<file path="src/rtl/aes_pkg.sv">
// aes_pkg
// Shared definitions for the AES word bridge: block/word geometry, the
// bridge state encoding and the word-index-to-bit-slice helper.
// Optional feature macro used by the bridge: AES_BRIDGE_TIMEOUT_EN.
package aes_pkg;

  localparam int WORD_W         = 16;
  localparam int BLOCK_WORDS    = 8;
  localparam int AES_BLOCK_W    = 128;
  localparam int TIMEOUT_CYCLES = 64;

  typedef enum logic [1:0] {
    ST_FILL   = 2'd0,
    ST_LAUNCH = 2'd1,
    ST_WAIT   = 2'd2,
    ST_DRAIN  = 2'd3
  } aes_state_e;

  // Blocks are MSB-first: word 0 occupies [127:112], word 7 occupies [15:0].
  // The LSB of word idx is (7 - idx) * 16, and 7 - idx == ~idx for 3 bits.
  function automatic logic [6:0] word_lsb(input logic [2:0] idx);
    return {~idx, 4'b0000};
  endfunction

endpackage

</file>
<file path="src/rtl/aes_word_pack.sv">
// aes_word_pack
// Gathers 16-bit words into a 128-bit block, MSB-first, with a word count.
// SATURATE = 1: count stops at 8 and further writes are dropped (data block).
// SATURATE = 0: count wraps 7 -> 0 and later words overwrite (key block).
// Ports:
//   clk_i, reset_n   clock, asynchronous active-low reset
//   clr_i            clear the word count (block contents are kept)
//   wr_i             write word_i at the current count position
//   word_i [15:0]    incoming word
//   block_o [127:0]  assembled block
//   cnt_o [3:0]      words written so far (0..8 or 0..7 when wrapping)
module aes_word_pack
  import aes_pkg::*;
#(
  parameter bit SATURATE = 1'b1
) (
  input  logic                   clk_i,
  input  logic                   reset_n,
  input  logic                   clr_i,
  input  logic                   wr_i,
  input  logic [WORD_W-1:0]      word_i,
  output logic [AES_BLOCK_W-1:0] block_o,
  output logic [3:0]             cnt_o
);

  logic [AES_BLOCK_W-1:0] block_q, block_d;
  logic [3:0]             cnt_q, cnt_d;

  always_comb begin
    block_d = block_q;
    cnt_d   = cnt_q;
    if (clr_i) begin
      cnt_d = '0;
    end else if (wr_i && !(SATURATE && cnt_q == 4'(BLOCK_WORDS))) begin
      block_d[word_lsb(cnt_q[2:0]) +: WORD_W] = word_i;
      if (!SATURATE && cnt_q == 4'(BLOCK_WORDS - 1)) cnt_d = '0;
      else                                           cnt_d = cnt_q + 4'd1;
    end
  end

  always_ff @(posedge clk_i or negedge reset_n) begin
    if (!reset_n) begin
      block_q <= '0;
      cnt_q   <= '0;
    end else begin
      block_q <= block_d;
      cnt_q   <= cnt_d;
    end
  end

  assign block_o = block_q;
  assign cnt_o   = cnt_q;

endmodule

</file>
<file path="src/rtl/aes_word_bridge.sv">
// aes_word_bridge
// Word-serial bridge between a 16-bit CPU store/load port and a 128-bit AES
// core. Collects eight key words and eight data words, launches one
// encrypt/decrypt, then returns the 128-bit result as eight 16-bit words.
// Optional feature: define AES_BRIDGE_TIMEOUT_EN for a WAIT watchdog that sets
// the sticky err_o and abandons the operation after TIMEOUT_CYCLES.
//
// Handshakes: a CPU write transfers on the edge where wr_v_i & wr_ready_o;
// a launch transfers on the edge where core_v_o & core_ready_i; a result word
// is consumed on the edge where rd_v_o & rd_yumi_i. core_done_i is a one-cycle
// pulse honoured only in WAIT.
//
// Ports:
//   clk_i, reset_n                clock, asynchronous active-low reset
//   wr_v_i, wr_key_i, wr_data_i   CPU write (key word when wr_key_i = 1)
//   mode_i                        0 encrypt / 1 decrypt, taken with data word 8
//   wr_ready_o                    write accepted
//   rd_v_o, rd_data_o, rd_yumi_i  result word stream to the CPU
//   core_v_o, core_ready_i        launch request to the core
//   core_key_o, core_data_o       key and input blocks
//   core_decrypt_o                latched mode
//   core_done_i, core_data_i      result pulse and result block
//   err_o                         sticky watchdog flag
//   dbg_state_o                   current bridge state (aes_state_e)
module aes_word_bridge
  import aes_pkg::*;
(
  input  logic                   clk_i,
  input  logic                   reset_n,
  input  logic                   wr_v_i,
  input  logic                   wr_key_i,
  input  logic [WORD_W-1:0]      wr_data_i,
  input  logic                   mode_i,
  output logic                   wr_ready_o,
  output logic                   rd_v_o,
  output logic [WORD_W-1:0]      rd_data_o,
  input  logic                   rd_yumi_i,
  output logic                   core_v_o,
  input  logic                   core_ready_i,
  output logic [AES_BLOCK_W-1:0] core_key_o,
  output logic [AES_BLOCK_W-1:0] core_data_o,
  output logic                   core_decrypt_o,
  input  logic                   core_done_i,
  input  logic [AES_BLOCK_W-1:0] core_data_i,
  output logic                   err_o,
  output logic [1:0]             dbg_state_o
);

  aes_state_e             state_q, state_d;
  logic [2:0]             rd_cnt_q, rd_cnt_d;
  logic [AES_BLOCK_W-1:0] result_q, result_d;
  logic                   key_full_q, key_full_d;
  logic                   mode_q, mode_d;
  logic [3:0]             key_cnt, data_cnt;
  logic                   key_wr, data_wr, data_clr;
`ifdef AES_BRIDGE_TIMEOUT_EN
  logic                   err_q, err_d;
  logic [6:0]             wait_cnt_q, wait_cnt_d;
`endif

  // Key words are always welcome in FILL; data words only until eight are held.
  assign wr_ready_o = (state_q == ST_FILL) && (wr_key_i || data_cnt != 4'(BLOCK_WORDS));
  assign key_wr     = wr_v_i && wr_ready_o &&  wr_key_i;
  assign data_wr    = wr_v_i && wr_ready_o && !wr_key_i;

  aes_word_pack #(.SATURATE(1'b0)) u_key_pack (
    .clk_i   (clk_i),
    .reset_n (reset_n),
    .clr_i   (1'b0),
    .wr_i    (key_wr),
    .word_i  (wr_data_i),
    .block_o (core_key_o),
    .cnt_o   (key_cnt)
  );

  aes_word_pack #(.SATURATE(1'b1)) u_data_pack (
    .clk_i   (clk_i),
    .reset_n (reset_n),
    .clr_i   (data_clr),
    .wr_i    (data_wr),
    .word_i  (wr_data_i),
    .block_o (core_data_o),
    .cnt_o   (data_cnt)
  );

  always_comb begin
    state_d    = state_q;
    rd_cnt_d   = rd_cnt_q;
    result_d   = result_q;
    mode_d     = mode_q;
    data_clr   = 1'b0;
    key_full_d = key_full_q || (key_wr && key_cnt == 4'(BLOCK_WORDS - 1));
`ifdef AES_BRIDGE_TIMEOUT_EN
    err_d      = err_q;
    wait_cnt_d = '0;
`endif
    if (data_wr && data_cnt == 4'(BLOCK_WORDS - 1)) mode_d = mode_i;

    case (state_q)
      ST_FILL: begin
        // Launch condition is judged on the counts as they will be after this
        // edge, so LAUNCH is entered on the same edge that completes the set.
        if (key_full_d &&
            (data_cnt == 4'(BLOCK_WORDS) ||
             (data_wr && data_cnt == 4'(BLOCK_WORDS - 1))))
          state_d = ST_LAUNCH;
      end
      ST_LAUNCH: begin
        if (core_ready_i) state_d = ST_WAIT;
      end
      ST_WAIT: begin
        if (core_done_i) begin
          result_d = core_data_i;
          rd_cnt_d = '0;
          state_d  = ST_DRAIN;
        end
`ifdef AES_BRIDGE_TIMEOUT_EN
        else if (wait_cnt_q == 7'(TIMEOUT_CYCLES - 1)) begin
          err_d    = 1'b1;
          data_clr = 1'b1;
          state_d  = ST_FILL;
        end else begin
          wait_cnt_d = wait_cnt_q + 7'd1;
        end
`endif
      end
      ST_DRAIN: begin
        if (rd_yumi_i) begin
          if (rd_cnt_q == 3'(BLOCK_WORDS - 1)) begin
            rd_cnt_d = '0;
            data_clr = 1'b1;
            state_d  = ST_FILL;
          end else begin
            rd_cnt_d = rd_cnt_q + 3'd1;
          end
        end
      end
      default: state_d = ST_FILL;
    endcase
  end

  always_ff @(posedge clk_i or negedge reset_n) begin
    if (!reset_n) begin
      state_q    <= ST_FILL;
      rd_cnt_q   <= '0;
      result_q   <= '0;
      key_full_q <= 1'b0;
      mode_q     <= 1'b0;
`ifdef AES_BRIDGE_TIMEOUT_EN
      err_q      <= 1'b0;
      wait_cnt_q <= '0;
`endif
    end else begin
      state_q    <= state_d;
      rd_cnt_q   <= rd_cnt_d;
      result_q   <= result_d;
      key_full_q <= key_full_d;
      mode_q     <= mode_d;
`ifdef AES_BRIDGE_TIMEOUT_EN
      err_q      <= err_d;
      wait_cnt_q <= wait_cnt_d;
`endif
    end
  end

  assign core_v_o       = (state_q == ST_LAUNCH);
  assign rd_v_o         = (state_q == ST_DRAIN);
  // Selected purely from registered state; rd_yumi_i only moves rd_cnt_q.
  assign rd_data_o      = result_q[word_lsb(rd_cnt_q) +: WORD_W];
  assign core_decrypt_o = mode_q;
  assign dbg_state_o    = state_q;
`ifdef AES_BRIDGE_TIMEOUT_EN
  assign err_o          = err_q;
`else
  assign err_o          = 1'b0;
`endif

endmodule

</file>
<file path="config.mk">
export PLATFORM = sky130hd
export DESIGN_NAME = aes_word_bridge
export DESIGN_NICKNAME = d
export VERILOG_FILES = /design/src/rtl/aes_pkg.sv /design/src/rtl/aes_word_pack.sv /design/src/rtl/aes_word_bridge.sv
export SDC_FILE = /design/constraint.sdc
export NUM_CORES = 1
export LEC_CHECK = 0
export CORE_MARGIN = 4
export CORE_UTILIZATION = 30
export CTS_CLUSTER_DIAMETER = 100
export DETAILED_ROUTE_END_ITERATION = 8
export GPL_ROUTABILITY_DRIVEN = 0
export PLACE_DENSITY = 0.49
export SLEW_MARGIN = 20
export SYNTH_ARGS = -nofsm -noshare
export SYNTH_HDL_FRONTEND = slang
export SYNTH_SLANG_ARGS = --single-unit
</file>
<file path="constraint.sdc">
create_clock -name clk_i -period 2.73 [get_ports clk_i]
set_clock_uncertainty 0.05 [all_clocks]
set_input_delay 0.6825 -clock clk_i [delete_from_list [all_inputs] [get_ports clk_i]]
set_output_delay 0.6825 -clock clk_i [all_outputs]
set_load 0.02 [all_outputs]
</file>
==> reports/results.tsv <==
metric	value	unit
place_ws	-0.0878	ns
drc_errors	0	
yosys_most_used_dff	dfrtp_1	
areaGrowthSynthToFinish	45.5	%
viasPerCell	4.64	
status	finished, violations left	
finalCritPeriodShare	1.05	
grt_pass1_vias	12400	
grt-busiest-layer	met2	
clk_latency	0.58	ns
drtIter0Drc	428	
power.density	1120	nW/um^2
path_clk_slew	0.06	ns
path_cells	buf_12 -> buf_12 -> mux4_2 -> nand2_2 -> nand2_2 -> buf_6	
cts_tree	done	
cp-start-kind	register	
cap_violations	0	
final_max_slew_viol_count	0	
layout_commonest_cell	clkdlybuf4s50_1	
track_usage	0.182	
setup_viol	15	
syn-cell-area	16900	um^2
cts-buffers-inserted	49	
wl_per_cell	22.7	um
cp_slowest_cell	mux4_2	
post_synth_num_cell_types	50	
path_max_fanout	8	
grt_setup_unrepaired	yes	
hold_path_class	reg2reg	
cp.arrival	2.14	ns
cellLeakagePower	10.9	nW
critical_path_class	reg2out	
grt_max_degree	77	
post-route-min-period	2.87	ns
slew_headroom	0.506	
syn-num-nets	1346	
dp_hpwl	41800	um
yosys_warnings	0	
yosysSeqAreaShare	0.590	
finalNetCount	1839	
cp_top_family	multiplexers	
met3_usage	0.0685	
drt_pass1_iterations	4	
antenna_found_initial	8	
hold_viol	0	
ant_nets	0	
rrSetupSlack	0.26	ns
io_pins	431	
worst_pin_slew	0.741	ns
fmax	0.348	GHz
clockBufferDepth	3	
numPortBuffers	429	
drive_gt1_frac	0.351	
wirelength	55900	um
cp_slowest_stage_delay	0.52	ns
fin_ws	-0.140	ns
cp_num_buf_inv	3	
clock-sinks	399	
crit_required	2.00	ns
synth_seq_cells	399	
dieWidth	245	um
violations	negative setup slack	
syn_inst	1182	
grtUsageMet2	0.301	
power	27.5	mW
endpoint_kind	output pin	
grt-ovfl-total	0	
final_cell_mix	409 x clkdlybuf4s50_1, 398 x dfrtp_1, 318 x mux2_2	
async_reset_ff_frac	1.00	
synth_edf_count	0	
start_util	0.305	
root_buffer	clkbuf_16	
core	55400	um^2
met1_usage	0.222	
via_count	11400	
grt_pass1_wl	82300	um
die_h	245	um
rows	86	
peakVddDrop	0.643	mV
dieArea	60300	um^2
avgSynthCellArea	14.3	um^2
h-tree-depth	2	
-- flip-flops by register name, indices dropped and copies added, names as in the netlist --
name and flops:
result_q 128, u_data_pack.block_o 128, u_key_pack.block_o 128, u_data_pack.cnt_o 4, u_key_pack.cnt_o 4, rd_cnt_q 3
dbg_state_o 2, core_decrypt_o 1, key_full_q 1
-- where the power goes --
group          total (mW)  switching (mW)  internal, mW
Combinational        11.6            5.80          5.81
Sequential           9.34            1.24          8.10
Clock                6.57            2.60          3.97
-- tightest hold or removal path, cell delays in order (launching register included) --
cell and delay [ns]:
dfrtp_1 0.34, nand2_1 0.05, o31ai_1 0.05
-- per-stage QoR --
step / instance area [um^2] / instances / hold slack (ns) / setup TNS, ns / utilization
global placement: 22800 / 2362 / 0.415 / -0.444 / 0.411
detailed placement: 22800 / 2362 / 0.421 / -2.38 / 0.411
global route: 24600 / 2461 / 0.458 / -2.93 / 0.444
finish: 24600 / 2463 / 0.425 / -1.49 / 0.444
CTS: 24500 / 2459 / 0.434 / -3.01 / 0.443
floorplan: 16900 / 1182 / 0.337 / 0 / -
-- cell families after synthesis --
family / after synthesis / share of synthesized area
adders and majority gates: 12 / 0.00888
and+or+nand+nor: 218 / 0.0650
AOI/OAI and AO/OA: 81 / 0.0342
xor gates and xnor gates: 2 / 0.00104
other: 1 / 0.000222
buffers and inverters: 97 / 0.0271
DFF: 399 / 0.590
muxes: 372 / 0.273
-- cell usage after synthesis (5+ instances only) --
library cell / instances / share of area
a22o_1: 5 / 0.0026
buf_1: 9 / 0.0020
buf_2: 15 / 0.0044
buf_4: 7 / 0.0031
clkbuf_1: 46 / 0.010
dfrtp_1: 399 / 0.59
ha_1: 12 / 0.0089
inv_1: 11 / 0.0024
mux2_2: 318 / 0.21
mux2_4: 20 / 0.018
mux4_2: 32 / 0.043
nand2_1: 106 / 0.024
nand3_1: 12 / 0.0036
nor2_1: 33 / 0.0073
nor2b_1: 35 / 0.013
o21ai_0: 20 / 0.0059
o31ai_1: 47 / 0.021
-- timing repair --
action | 4_1_cts | 5_1_grt
pin swaps | 14 | 11
setup endpoints to repair | 19 | 17
hold endpoints to repair | 32 | 0
hold buffers | 1 | 0
gates cloned | 1 | 0
resized for setup | 97 | 28
setup buffers | 7 | 3
-- per-layer routing --
layer | routed length, um | vias to the layer above | part of all wire
li1 | - | 5183 | -
met1 | 22700 | 5763 | 0.41
met2 | 26200 | 372 | 0.47
met3 | 5230 | 101 | 0.094
met4 | 1610 | 16 | 0.029
met5 | 106 | - | 0.0019
-- path summary, 6_finish.rpt --
path / to / cells after the start / startpoint
max in group asynchronous: result_q[126]$_DFFE_PN0P_ / 4 / reset_n
worst max-delay path: rd_data_o[2] / 6 / rd_cnt_q[0]$_DFFE_PN0P_
worst min register to register: u_data_pack.block_o[80]$_DFFE_PN0P_ / 2 / u_data_pack.block_o[80]$_DFFE_PN0P_
worst max register to register: u_data_pack.block_o[52]$_DFFE_PN0P_ / 8 / rd_cnt_q[0]$_DFFE_PN0P_
min in group asynchronous: u_data_pack.block_o[94]$_DFFE_PN0P_ / 2 / reset_n
worst min-delay path: u_data_pack.block_o[80]$_DFFE_PN0P_ / 2 / u_data_pack.block_o[80]$_DFFE_PN0P_
-- area by class of cell --
type                    count  area, um^2
flip-flops and latches    399        9990
clock buffers              72        1500
fillers                  5073       30800
diodes                      2        5.00
repair buffers            527        5450
inverters                  12        45.0
multi-input cells         686        6530
well taps                 748         936
clock inverters            17         154
(Power assumes the default switching activity.)
==> edit 1 (same flow settings) <==
Build with the macro `AES_BRIDGE_TIMEOUT_EN` defined.
--- a/src/rtl/aes_word_bridge.sv
+++ b/src/rtl/aes_word_bridge.sv
@@ -23,4 +23,6 @@
 //   err_o                         sticky watchdog flag
 //   dbg_state_o                   current bridge state (aes_state_e)
+`define AES_BRIDGE_TIMEOUT_EN
+
 module aes_word_bridge
   import aes_pkg::*;
Behaviour: same outputs for any inputs over 4 cycles, from zero or initial values and one cycle with reset_n low; that may be too few to reach the edited logic, so the function may still have changed.
==> edit 1 against the unedited design <==
- the run still ends with setup timing left
- count of clock-buffer cells in the layout down 3
- power up 2.7%
- synthesized area down 0.24%
- global-route usage up 0.90 points
- non-clock buffer count up 1
- cell count up 0.53%
- routed wire length up 4.1%
- synthesized cell count up 0.25%
- final area up 0.52%
- critical path depth unchanged
- sequential cell count up 8
- via count up 1.1%
- setup slack better by 0.017 ns
==> edit 1: results <==
outcome:
  status: "finished, violations left"
  violations: "setup timing"
clock_tree:
  cts_resized: 111
timing:
  setup-tns-final_ns: -1.602
  worst_slack_ns: -0.1227
  setup_viol: 16
critical_path:
  cp_slowest_stage_delay_ns: 0.55
  r2r_cells: 7
  worstPathArrival_ns: 2.12
place:
  portBuffers: 430
power_and_ir_drop:
  power_frac_seq: 0.346
  p_comb_frac: 0.421
  intPower_mw: 18.50
layout:
  final_layout_size_suffix_gt1_frac: 0.3384
  seqCellArea_sq_um: 10190
  fin_cells: 2476
  n_clock_buffer: 69
  final.fill_count: 5128
  final_util: 0.4463
detailed_routing:
  drt_iter0_markers: 449
  wl_met1_um: 23520
  route.met3.wl_um: 5952
synth:
  synthTopCellsByArea: "dfrtp_1 (60%), mux2_2 (20%), mux4_2 (4.3%), nand2_1 (3.1%), clkbuf_1 (1.4%)"
  synth_common_cells: "dfrtp_1 (407), mux2_2 (307), nand2_1 (139)"
global_routing:
  antenna_found_initial: 9
edit 1: cell families after synthesis:
kind of cell	Yosys count	synth area share
buffers and inverters	99	0.02410
AND/OR/NAND/NOR	241	0.06821
AO/OA/AOI/OAI	40	0.01579
adder cells (fa/ha/maj)	8	0.005931
multiplexers	385	0.2799
XOR/XNOR	5	0.002595
flip-flops	407	0.6035
edit 1: path summary, 6_finish.rpt:
| kind | endpoint | startpoint | slack (ns) |
|---|---|---|---|
| max | rd_data_o[9] | rd_cnt_q[0] | -0.12 |
| min | wait_cnt_q[0] | wait_cnt_q[0] | 0.41 |
| max reg2reg | u_data_pack.block_o[127] | u_data_pack.cnt_o[1] | 0.32 |
| min reg2reg | wait_cnt_q[0] | wait_cnt_q[0] | 0.41 |
| max in group asynchronous | u_data_pack.block_o[77] | reset_n | 1.23 |
| min in group asynchronous | u_key_pack.block_o[15] | reset_n | 0.58 |
==> edit 2 (same flow settings) <==
Without the edit above. Take the reset off `result_q` and load it in a clocked block of its own.
--- a/src/rtl/aes_word_bridge.sv
+++ b/src/rtl/aes_word_bridge.sv
@@ -144,5 +144,4 @@
       state_q    <= ST_FILL;
       rd_cnt_q   <= '0;
-      result_q   <= '0;
       key_full_q <= 1'b0;
       mode_q     <= 1'b0;
@@ -154,5 +153,4 @@
       state_q    <= state_d;
       rd_cnt_q   <= rd_cnt_d;
-      result_q   <= result_d;
       key_full_q <= key_full_d;
       mode_q     <= mode_d;
@@ -162,4 +160,8 @@
 `endif
     end
+  end
+
+  always_ff @(posedge clk_i) begin
+    result_q <= result_d;
   end
 
Formal check against the unedited RTL: no difference found for any inputs over 4 cycles, from zero or initial values and one cycle with reset_n low; that may be too few to reach the edited logic, so the function may still have changed.
==> edit 2 against the unedited design <==
- the run still ends with setup timing left
- setup slack gained 0.044 ns
- power shrank 9.9%
- first-iteration DRC count shrank 1.6%
- final area shrank 4.9%
- sequential cell count is the same
- cell count shrank 10%
- synthesized area shrank 6.3%
- global-route usage shrank 0.33 points
- combinational power shrank 16%
- routed wire length shrank 8.0%
- critical endpoint is now rd_data_o[9]
==> edit 2: results <==
global_routing:
  grt_pass1_vias: 11210
  antenna_found_initial: 3
  grt_pass1_wl_um: 75650
  grt_start_max_net_pins: 87
  grt_util_met1: 0.2139
  grtUsageTotal: 0.1786
  grt_use_met2: 0.3039
  met3_usage: 0.06288
synth:
  async_reset_ff_frac: 0.6792
  synthMuxAreaShare: 0.2126
  synthXorXnorAreaFrac: 0.001105
  synth_common_cells: "dfrtp_1 (271), mux2_2 (214), edfxtp_1 (128)"
  synth_fp_nets: 1160
  ys_seq_area_frac: 0.6703
  synth_compound_area_frac: 0.02005
  synthTopCellsByArea: "dfrtp_1 (43%), edfxtp_1 (24%), mux2_2 (15%), mux4_2 (4.5%), nand2_1 (2.7%)"
power_and_ir_drop:
  peakVddDrop_v: 0.0005369
  clkPwrFrac: 0.252
  p_leak_nw: 9.876
  powerComb_mw: 9.77
layout:
  final.fill_count: 4629
  final_layout_size_suffix_gt1_frac: 0.3121
  num-nets-final: 1663
  fin_cells: 2216
place:
  hpwl_um: 38280
  dp.cells: 2124
  placed_area_sq_um: 21630
  dp_slack_ns: -0.2155
worst_hold_path:
  min-delay-path-class: "in -> async"
timing:
  worst_slew_pin_slew_ns: 0.6450
  setup-tns-final_ns: -1.100
  worst_slack_ns: -0.09601
  setup_viol: 15
  hold_slack_ns: 0.02172
critical_path:
  r2r_cells: 9
  timing.rr.end: "u_data_pack.block_o[10]"
  reg2reg_slack_ns: 0.05
  worstPathArrival_ns: 2.09
clock_tree:
  cts_resized: 130
  cts_setup_buffers: 5
detailed_routing:
  met2_length_um: 25150
  wl_per_cell_um: 23.18
  wl_met1_um: 20170
  drt_iter0_markers: 421
outcome:
  violations: "setup timing"
  status: "finished, violations left"
## edit 2: worst max path at each step
stage / slack [ns] / to / cells after the start
2_1_floorplan: 0.03 / u_data_pack.block_o[117] / 11
3_3_place_gp: -0.22 / u_data_pack.block_o[8] / 6
3_5_place_dp: -0.22 / u_data_pack.block_o[10] / 6
4_1_cts: -0.15 / rd_data_o[5] / 6
5_1_grt: -0.18 / rd_data_o[5] / 6
6_report: -0.1 / rd_data_o[9] / 6
## edit 2: area by class of cell
| class | count | area (sq um) | share of cell area |
|---|---|---|---|
| timing repair buffer | 519 | 5336 | 0.2281 |
| sequential | 399 | 10630 | 0.4543 |
| clock inverter | 13 | 162.7 | 0.006953 |
| tap | 680 | 850.8 | 0.03637 |
| inverter | 19 | 71.32 | 0.003049 |
| clock buffer | 71 | 1396 | 0.05969 |
| multi-input combinational | 514 | 4946 | 0.2114 |
| antenna | 1 | 2.502 | 0.0001070 |
